===== src/rtl/request_unit.sv =====
// request_unit: sequences instruction fetch and the optional data access for
// each instruction, and pulses cpu_en once per retired instruction.
module request_unit (
  input  logic        clk,
  input  logic        nRst,
  // datapath side
  input  logic [31:0] pc,
  input  logic        dread,
  input  logic        dwrite,
  input  logic [31:0] daddr,
  input  logic [31:0] dstore,
  input  logic        halt,
  output logic [31:0] instr,
  output logic [31:0] dload,
  output logic        cpu_en,
  output logic        halted,
  // instruction memory side
  output logic        imemRen,
  output logic [31:0] imemaddr,
  input  logic        i_ready,
  input  logic [31:0] imemload,
  // data memory side
  output logic        dmmRen,
  output logic        dmmWen,
  output logic [31:0] dmmaddr,
  output logic [31:0] dmmstore,
  input  logic        d_ready,
  input  logic [31:0] dmmload
);

  localparam int unsigned WORD_W = 32;
  typedef logic [WORD_W-1:0] word_t;

  typedef enum logic [2:0] {
    S_FETCH,
    S_DECIDE,
    S_DATA,
    S_DONE,
    S_HALT
  } state_t;

  state_t state_q, state_d;
  word_t  instr_q, instr_d;
  word_t  dload_q, dload_d;

  // The byte offset of pc is dropped; instruction fetches are word aligned.
  logic unused_pc_lsbs;
  assign unused_pc_lsbs = ^pc[1:0];

  // Read is suppressed when a write is also requested; write wins.
  logic is_read;
  assign is_read = dread & ~dwrite;

  // Next-state and latch-update logic.
  always_comb begin
    state_d = state_q;
    instr_d = instr_q;
    dload_d = dload_q;
    unique case (state_q)
      S_FETCH: begin
        if (i_ready) begin
          instr_d = imemload;
          state_d = S_DECIDE;
        end
      end
      S_DECIDE: begin
        if (halt) begin
          state_d = S_HALT;
        end else if (dread || dwrite) begin
          state_d = S_DATA;
        end else begin
          state_d = S_FETCH;
        end
      end
      S_DATA: begin
        if (d_ready) begin
          if (is_read) begin
            dload_d = dmmload;
          end
          state_d = S_DONE;
        end
      end
      S_DONE: begin
        state_d = S_FETCH;
      end
      S_HALT: begin
        state_d = S_HALT;
      end
      default: begin
        state_d = S_FETCH;
      end
    endcase
  end

  // State and latched-data registers.
  always_ff @(posedge clk or negedge nRst) begin
    if (!nRst) begin
      state_q <= S_FETCH;
      instr_q <= '0;
      dload_q <= '0;
    end else begin
      state_q <= state_d;
      instr_q <= instr_d;
      dload_q <= dload_d;
    end
  end

  // Request and status outputs decoded from state; requests drop while in reset.
  always_comb begin
    imemRen  = 1'b0;
    dmmRen   = 1'b0;
    dmmWen   = 1'b0;
    cpu_en   = 1'b0;
    halted   = 1'b0;
    imemaddr = {pc[WORD_W-1:2], 2'b00};
    dmmaddr  = daddr;
    dmmstore = dstore;
    unique case (state_q)
      S_FETCH: begin
        imemRen = nRst;
      end
      S_DECIDE: begin
        cpu_en = ~halt & ~dread & ~dwrite;
      end
      S_DATA: begin
        dmmWen = dwrite;
        dmmRen = is_read;
      end
      S_DONE: begin
        cpu_en = 1'b1;
      end
      S_HALT: begin
        halted = 1'b1;
      end
      default: begin
        imemRen = 1'b0;
      end
    endcase
  end

  assign instr = instr_q;
  assign dload = dload_q;

endmodule


===== config.mk =====
export PLATFORM = sky130hd
export DESIGN_NAME = request_unit
export DESIGN_NICKNAME = d
export VERILOG_FILES = /design/src/rtl/request_unit.sv
export SDC_FILE = /design/constraint.sdc
export NUM_CORES = 1
export LEC_CHECK = 0
export ABC_AREA = 0
export BUFFER_PORTS_ARGS = -buffer_cell sky130_fd_sc_hd__buf_2
export CAP_MARGIN = 20
export CORE_AREA = 2 2 131 133
export CTS_CLUSTER_SIZE = 14
export DETAILED_ROUTE_END_ITERATION = 16
export DIE_AREA = 0 0 133 135
export PLACE_DENSITY_LB_ADDON = 0.25
export REMOVE_ABC_BUFFERS = 1
export SLEW_MARGIN = 10
export SYNTH_ARGS = -nofsm -noshare
export SYNTH_HDL_FRONTEND = slang
export SYNTH_SLANG_ARGS = --single-unit

===== constraint.sdc =====
create_clock -name clk -period 2.1 [get_ports clk]
set_clock_uncertainty 0.2 [all_clocks]
set_input_delay 0.21 -clock clk [delete_from_list [all_inputs] [get_ports clk]]
set_output_delay 0.21 -clock clk [all_outputs]
set_load 0.01 [all_outputs]

==> results of run 1 <==
[layout make-up]
cell class | instances | area [sq um]
fill | 1682 | 11700
clock buffer | 10 | 229
multi-input combinational | 87 | 988
timing repair buffer | 210 | 1430
tap | 220 | 275
sequential | 67 | 1680
clock inverter | 6 | 80.1
[where the power goes]
part           internal [mW]  total (mW)  switching, mW
sequential              1.92        2.25          0.336
clock                   1.03        1.58          0.551
combinational           1.34        2.30          0.952
total                   4.29        6.13           1.84
[cell families (layout without fill, tap and decap cells)]
family	Yosys count	in the layout	share of synthesized area
muxes	66	66	0.247
other	1	2	0.00107
and+or+nand+nor	17	17	0.0289
AOI/OAI and AO/OA	2	2	0.00356
DFF	67	67	0.478
buffers and inverters	106	226	0.242
[layer usage]
metal | part of all wire | routed length, um | up-vias
met4 | 0.080 | 947 | 2
met2 | 0.39 | 4590 | 231
met1 | 0.33 | 3960 | 1051
li1 | - | - | 993
met5 | 0.0077 | 92 | -
met3 | 0.19 | 2290 | 34
[worst min-delay path by stage]
stage | from | to | slack, ps
2_1_floorplan | nRst | dload[0] | -290
3_3_place_gp | nRst | instr[13] | 130
3_5_place_dp | nRst | instr[6] | 130
4_1_cts | halt | state_q[1] | 4
5_1_grt | halt | state_q[1] | 40
6_report | halt | state_q[1] | 30
[cell usage in the layout (no fill, tap or decap), types with 3 or more instances in the layout]
master | synthesis | routed
mux2_4 | 33 | 33
buf_12 | 3 | 3
buf_2 | 1 | 139
dfrtp_1 | 67 | 67
nor3_1 | 3 | 3
clkinv_2 | 0 | 4
nor2_1 | 4 | 4
clkbuf_16 | 0 | 9
dlygate4sd3_1 | 0 | 67
mux2_2 | 30 | 30
[Yosys cell counts (all sizes together)]
library cell	n	area, sq um
nand2b	1	6.26
and4b	1	11.3
mux2i	1	10.0
a21oi	1	5.00
conb	1	3.75
o211ai	1	7.51
nor3b	2	15.0
buf	106	850
and2	2	12.5
and3b	1	8.76
mux2	65	856
dfrtp	67	1680
nand2	1	3.75
nor3	3	15.0
nor2	4	15.0
and3	2	13.8
[state kept, by name (all words and copies together), names as in the netlist]
signal / count
dload: 32
instr: 32
state_q: 3
[worst max-delay path: cells and delay by family (launching register included)]
kind	cells	cell delay [ps]
flip-flops	1	450
multiplexers	1	370
AND/OR/NAND/NOR	2	420
buffers and inverters	1	230
[repair_timing]
action	CTS	global route
setup buffers	0	0
setup endpoints to repair	0	0
hold buffers	67	0
endpoints found under the hold margin	132	0
==> results.yml, run 1 <==
outcome:
  status: "finished clean"
placed_design:
  dp_slack_ps: 264
  post_dp_cell_area_sq_um: 3700
  dp_hpwl_um: 8770
  port_buffers: 139
  dp_cells: 517
  gp_congestion: 0.716
cells_and_area:
  antenna_cells: 0
  utilization: 0.285
  design_area_sq_um: 4680
  final_cells: 600
  drive_gt1_frac: 0.589
  fin_nets: 542
  area_delta_synth_final_pct: 33.4
grt:
  grt_antenna_before_repair: 0
  busiest_layer: "met2"
  grt_pass1_vias: 2436
  grt_util_met2: 0.165
  grt_pass1_wl_um: 16500
  grt_use_met1: 0.128
  grt.total_usage: 0.130
  grt-ovfl-total: 0
  grt_max_degree: 68
  use_met3: 0.111
sta:
  grt_setup_unrepaired: "no"
  hold_viol_final: 0
  timing.fmax_mhz: 547
  setup_viol: 0
  final_max_slew_viol_count: 0
  tns_ps: 0
  period_minus_slack_ps: 1830
  worst_slack_ps: 272
  min_period_over_period: 0.871
  hold_ws_ps: 30.2
worst_setup_path:
  worstReg2RegEnd: "dload[31]"
  crit_path_start_kind: "register"
  worstSetupPathType: "register to register"
  critPathSlowestCell: "dfrtp_1"
  worstSetupEndpoint: "dload[31]"
  cp_max_fo: 32
  cpPeakStageDelay_ps: 450
  regToRegSetupSlack_ps: 270
  reg2reg_depth: 4
  cp.arrival_ps: 1840
  startpoint: "state_q[2]"
  worstPathCellList: "nor2_1 > and3_2 > buf_12 > mux2_2"
  rr_startpoint: "state_q[2]"
  cp-end-kind: "register"
  cp.required_ps: 2110
floorplanning:
  fp-row-count: 47
  coreArea_sq_um: 16400
  start_util: 0.214
  die_w_um: 133
  dieArea_sq_um: 18000
  ios: 332
  die_y_um: 135
power_and_ir_drop:
  vdd_drop_max_mv: 0.410
  powerDensity_nw_per_um2: 1310
  leakagePower_nw: 2.28
  power.total_mw: 6.13
clocking:
  cts_resized: 0
  cts_tree: "done"
  cts.clk_slew.worst_paths_ps: 60
  cts_buffers: 9
  htreeDepth: 3
  cts.sinks: 67
  clock_path_buffers: 2
  cts_root_buf: "clkbuf_16"
  clk_latency_ps: 330
routing:
  firstDrtPassIters: 4
  via_per_inst: 3.85
  ant_nets: 0
  drtIter0Drc: 56
  wl_um: 11900
  vias: 2311
  post_drt_wl_per_cell_um: 19.8
  drc: 0
flow_run:
  drv_cap: 0
synth:
  synth.avg_cell_area_sq_um: 13.6
  synth-seq-cells: 67
  syn_area_sq_um: 3510
  postSynthCellCount: 259
  yosysUniqueCellTypes: 22
  yosys_warnings: 0
  ys_seq_area_frac: 0.478
hold_path:
  worstHoldPathCells: 4
  hold_class: "input pin to register"
Note: power is estimated with default switching activity, not from simulation.
==> run 2: changes to the inputs <==
--- a/config.mk
+++ b/config.mk
@@ -13,6 +13,7 @@
 export DETAILED_ROUTE_END_ITERATION = 16
 export DIE_AREA = 0 0 133 135
 export PLACE_DENSITY_LB_ADDON = 0.25
+export RECOVER_POWER = 50
 export REMOVE_ABC_BUFFERS = 1
 export SLEW_MARGIN = 10
 export SYNTH_ARGS = -nofsm -noshare
==> constraint.sdc (replaced) <==
create_clock -name clk -period 1.9 [get_ports clk]
set_clock_uncertainty 0.2 [all_clocks]
set_input_delay 0.19 -clock clk [delete_from_list [all_inputs] [get_ports clk]]
set_output_delay 0.19 -clock clk [all_outputs]
set_load 0.01 [all_outputs]
==> results.yml, run 2 (synthesis results as in run 1) <==
cells_and_area:
  register_area_sq_um: 1680
  utilization: 0.287
  multi_input_area_sq_um: 993
  fin_nets: 547
  antenna_cells: 0
  design_area_sq_um: 4700
  final_common_cell: "buf_2"
  final_cell_mix: "138 x buf_2, 69 x dlygate4sd3_1, 67 x dfrtp_1"
  fillers: 1679
  area_delta_synth_final_pct: 34.0
  drive_gt1_frac: 0.592
routing:
  drc: 0
  firstDrtPassIters: 4
  ant_nets: 0
  drtIter0Drc: 47
  post_drt_wl_per_cell_um: 20.0
  vias: 2379
  via_per_inst: 3.93
  wl_um: 12100
sta:
  timing.fmax_mhz: 563
  period_minus_slack_ps: 1780
  relSlewSlack: 0.354
  setup_viol: 0
  hold_viol_final: 0
  grt_setup_unrepaired: "no"
  worstMarginPinSlew_ps: 968
  min_period_over_period: 0.935
  final_max_slew_viol_count: 0
clocking:
  cts_tree: "done"
  cts_setup_buffers: 0
  cts.sinks: 67
  cts_buffers: 9
  htreeDepth: 3
  clock_path_buffers: 2
  clk_latency_ps: 340
  cts.clk_slew.worst_paths_ps: 60
  cts_root_buf: "clkbuf_16"
placed_design:
  post_dp_cell_area_sq_um: 3730
  dp_hpwl_um: 8670
  gp_congestion: 0.706
  port_buffers: 139
floorplanning:
  die_w_um: 133
  dieArea_sq_um: 18000
  start_util: 0.214
  ios: 332
  coreArea_sq_um: 16400
  die_y_um: 135
  fp-row-count: 47
outcome:
  status: "finished clean"
worst_setup_path:
  worstSetupPathType: "register to register"
  crit_path_start_kind: "register"
  cp_max_fo: 32
  cp.required_ps: 1920
  cp-end-kind: "register"
  cp.arrival_ps: 1790
grt:
  grt-ovfl-total: 0
  grt_pass1_vias: 2499
  grt.total_usage: 0.134
  grt_antenna_before_repair: 0
  grt_max_degree: 68
  grt_pass1_wl_um: 17100
flow_run:
  drv_cap: 0
power_and_ir_drop:
  powerDensity_nw_per_um2: 1430
  vdd_drop_max_mv: 0.883
  leakagePower_nw: 2.28
hold_path:
  hold_class: "input pin to output port"
==> run 2: cell count changes in the layout (fill, tap and decap cells not counted), sizes merged <==
cell and delta:
clkinvlp +2, dlygate4sd3 +2, buf +1, bufinv -1, clkbuf +1
==> run 2: final timing paths <==
check	start	end	slack [ps]	depth (start not counted)
worst max-delay path	state_q[2]	dload[0]	120	4
worst min-delay path	pc[16]	imemaddr[16]	180	0
worst max register to register	state_q[2]	dload[0]	120	4
worst min register to register	instr[8]	instr[8]	280	1
max in group asynchronous	nRst	dload[12]	260	3
min in group asynchronous	nRst	instr[29]	580	3
==> run 2: metal layers <==
metal | GRT usage | vias to the layer above | routed length [um]
li1 | - | 1002 | -
met1 | 0.130 | 1097 | 3910
met2 | 0.166 | 240 | 4610
met3 | 0.117 | 36 | 2280
met4 | 0.123 | 4 | 1160
met5 | 0.0528 | - | 114
==> run 2: critical path, stage by stage, from the launching register on <==
cell and delay, ps:
dfrtp_1 400, nor2_1 170, and3_2 230, buf_12 230, mux2_2 370
==> run 2: layout make-up <==
type | instances | share of cell area
multi-input combinational | 87 | 0.211
sequential | 67 | 0.357
timing repair buffer | 215 | 0.311
clock inverter | 7 | 0.0146
tap | 220 | 0.0585
clock buffer | 9 | 0.0479
==> run 2: what timing repair did <==
action | in CTS | in global routing
resized for setup | 0 | 1
setup endpoints to repair | 0 | 1
hold buffers | 69 | 0
endpoints found under the hold margin | 134 | 0
==> run 2: report_power, final <==
group / internal, mW / switching (mW) / leakage (nW)
clock network: 1.01 / 0.651 / 0.141
logic: 1.53 / 1.10 / 1.31
registers: 2.12 / 0.341 / 0.830
==> run 2: through the flow <==
| step | setup WS (ps) | instances | setup TNS (ps) | hold slack (ps) | total power, mW |
|---|---|---|---|---|---|
| 2_1_floorplan | -647 | 154 | -28900 | -306 | 3.90 |
| 3_3_place_gp | 140 | 520 | 0 | 112 | 4.99 |
| 3_5_place_dp | 96.9 | 520 | 0 | 112 | 5.00 |
| 4_1_cts | 66.6 | 605 | 0 | 180 | 6.86 |
| 5_1_grt | 21.2 | 605 | 0 | 180 | 7.19 |
| 6_report | 124 | 605 | 0 | 180 | 6.75 |
==> run 3: changes to the inputs <==
--- a/config.mk
+++ b/config.mk
@@ -8,14 +8,15 @@
 export ABC_AREA = 0
 export BUFFER_PORTS_ARGS = -buffer_cell sky130_fd_sc_hd__buf_2
 export CAP_MARGIN = 20
-export CORE_AREA = 2 2 131 133
+export CELL_PAD_IN_SITES_DETAIL_PLACEMENT = 0
+export CELL_PAD_IN_SITES_GLOBAL_PLACEMENT = 1
+export CORE_AREA = 2 2 130 132
 export CTS_CLUSTER_SIZE = 14
 export DETAILED_ROUTE_END_ITERATION = 16
-export DIE_AREA = 0 0 133 135
+export DIE_AREA = 0 0 132 134
 export PLACE_DENSITY_LB_ADDON = 0.25
 export RECOVER_POWER = 50
 export REMOVE_ABC_BUFFERS = 1
-export SLEW_MARGIN = 10
 export SYNTH_ARGS = -nofsm -noshare
 export SYNTH_HDL_FRONTEND = slang
 export SYNTH_SLANG_ARGS = --single-unit
==> results.yml, run 3 (synthesis results as in run 1) <==
outcome:
  status: "finished clean"
power_and_ir_drop:
  leakagePower_nw: 2.30
  power.total_mw: 6.67
  vdd_drop_max_mv: 0.475
  powerDensity_nw_per_um2: 1410
sta:
  worstMarginPinSlew_ps: 992
  final_max_slew_viol_count: 0
  hold_viol_final: 0
  min_period_over_period: 0.948
  relSlewSlack: 0.339
  grt_setup_unrepaired: "no"
  period_minus_slack_ps: 1800
  timing.fmax_mhz: 555
  setup_viol: 0
cells_and_area:
  final_cell_mix: "138 x buf_2, 69 x dlygate4sd3_1, 67 x dfrtp_1"
  fin_nets: 550
  area_delta_synth_final_pct: 34.5
  fillers: 1662
  utilization: 0.290
  final_cells: 608
  drive_gt1_frac: 0.594
  final_common_cell: "buf_2"
floorplanning:
  fp-row-count: 47
  start_util: 0.215
  dieArea_sq_um: 17700
  ios: 332
  die_y_um: 134
  die_w_um: 132
  coreArea_sq_um: 16300
routing:
  ant_nets: 0
  drc: 0
  firstDrtPassIters: 6
  post_drt_wl_per_cell_um: 19.7
  via_per_inst: 3.82
  drtIter0Drc: 71
  wl_um: 12000
  vias: 2320
grt:
  grt_antenna_before_repair: 1
  grt_max_degree: 68
  grt-ovfl-total: 0
  grt_pass1_wl_um: 16800
  grt_pass1_vias: 2394
  grt.total_usage: 0.135
clocking:
  clock_path_buffers: 2
  cts_setup_buffers: 0
  cts.clk_slew.worst_paths_ps: 50
  clk_latency_ps: 330
  cts_buffers: 9
  cts_tree: "done"
  cts.sinks: 67
  cts_root_buf: "clkbuf_16"
  htreeDepth: 3
worst_setup_path:
  critPathSlowestCell: "dfrtp_1"
  cp.required_ps: 1920
  regToRegSetupSlack_ps: 100
  cp.arrival_ps: 1820
  cp_max_fo: 17
  worstPathCellList: "nor2_1 > and3_4 > buf_12 > mux2_4"
  crit_path_start_kind: "register"
  cp-end-kind: "register"
  crit_buf_inv: 1
  crit_family: "simple AND/OR/NAND/NOR gates"
  worstSetupPathType: "register to register"
  cpPeakStageDelay_ps: 410
flow_run:
  drv_cap: 0
placed_design:
  gp_congestion: 0.719
  dp_cells: 523
  port_buffers: 139
  dp_hpwl_um: 8940
hold_path:
  hold_class: "input pin to output port"
## run 3: changes by cell type in the layout (fill, tap and decap cells not counted)
| cell | change |
|---|---|
| and3_2 | -1 |
| and3_4 | +1 |
| buf_4 | +3 |
| bufinv_16 | -1 |
| clkbuf_1 | +1 |
| clkbuf_8 | +3 |
| clkinv_2 | -1 |
| clkinv_4 | -1 |
| clkinvlp_4 | -2 |
| diode_2 | +1 |
| nor3b_1 | -1 |
| nor3b_2 | +1 |
## run 3: worst register-to-register path, cell delays in order (launching register included)
cell	delay (ps)
dfrtp_1	410
nor2_1	220
and3_4	320
buf_12	210
mux2_4	340
## run 3: layer usage
metal  GRT usage  part of all wire  vias up
li1            -                 -     1007
met1       0.138              0.35     1054
met2       0.192              0.43      232
met3       0.119              0.19       27
met4      0.0616             0.035        0
met5           0                 0        -
## run 3: power by group
group | switching (mW) | internal [mW]
Sequential | 0.342 | 2.12
Combinational | 1.10 | 1.52
Clock | 0.606 | 0.978
Total | 2.05 | 4.62
## run 3: final timing paths
kind | from | to | cells past startpoint
setup / recovery | state_q[2] | dload[4] | 4
hold / removal | pc[14] | imemaddr[14] | 0
setup reg to reg | state_q[2] | dload[4] | 4
hold reg to reg | instr[20] | instr[20] | 1
max in group asynchronous | nRst | dload[27] | 3
min in group asynchronous | nRst | instr[14] | 3
## run 3: repair_timing
action / in CTS / in global routing
resized for setup: 0 / 3
hold buffers: 69 / 0
hold endpoints to repair: 133 / 0
endpoints found under the setup margin: 0 / 47
## run 3: final cells by class
cell class / count / area (sq um) / area share
sequential: 67 / 1680 / 0.355
clock buffer: 13 / 270 / 0.0572
antenna: 1 / 2.50 / 0.000530
tap: 220 / 275 / 0.0583
clock inverter: 2 / 10.0 / 0.00212
timing repair buffer: 218 / 1490 / 0.315
multi-input combinational: 87 / 1000 / 0.212
## run 3: stage by stage
step,cell area (sq um),TNS (ps),worst slack [ps],hold WS [ps]
after detailed placement,3750,0,54.3,111
after CTS,4720,0,50.6,180
after global placement,3750,0,75.8,111
final,4720,0,99.0,180
after global routing,4720,0,22.0,180
after floorplan,2660,-28900,-647,-306
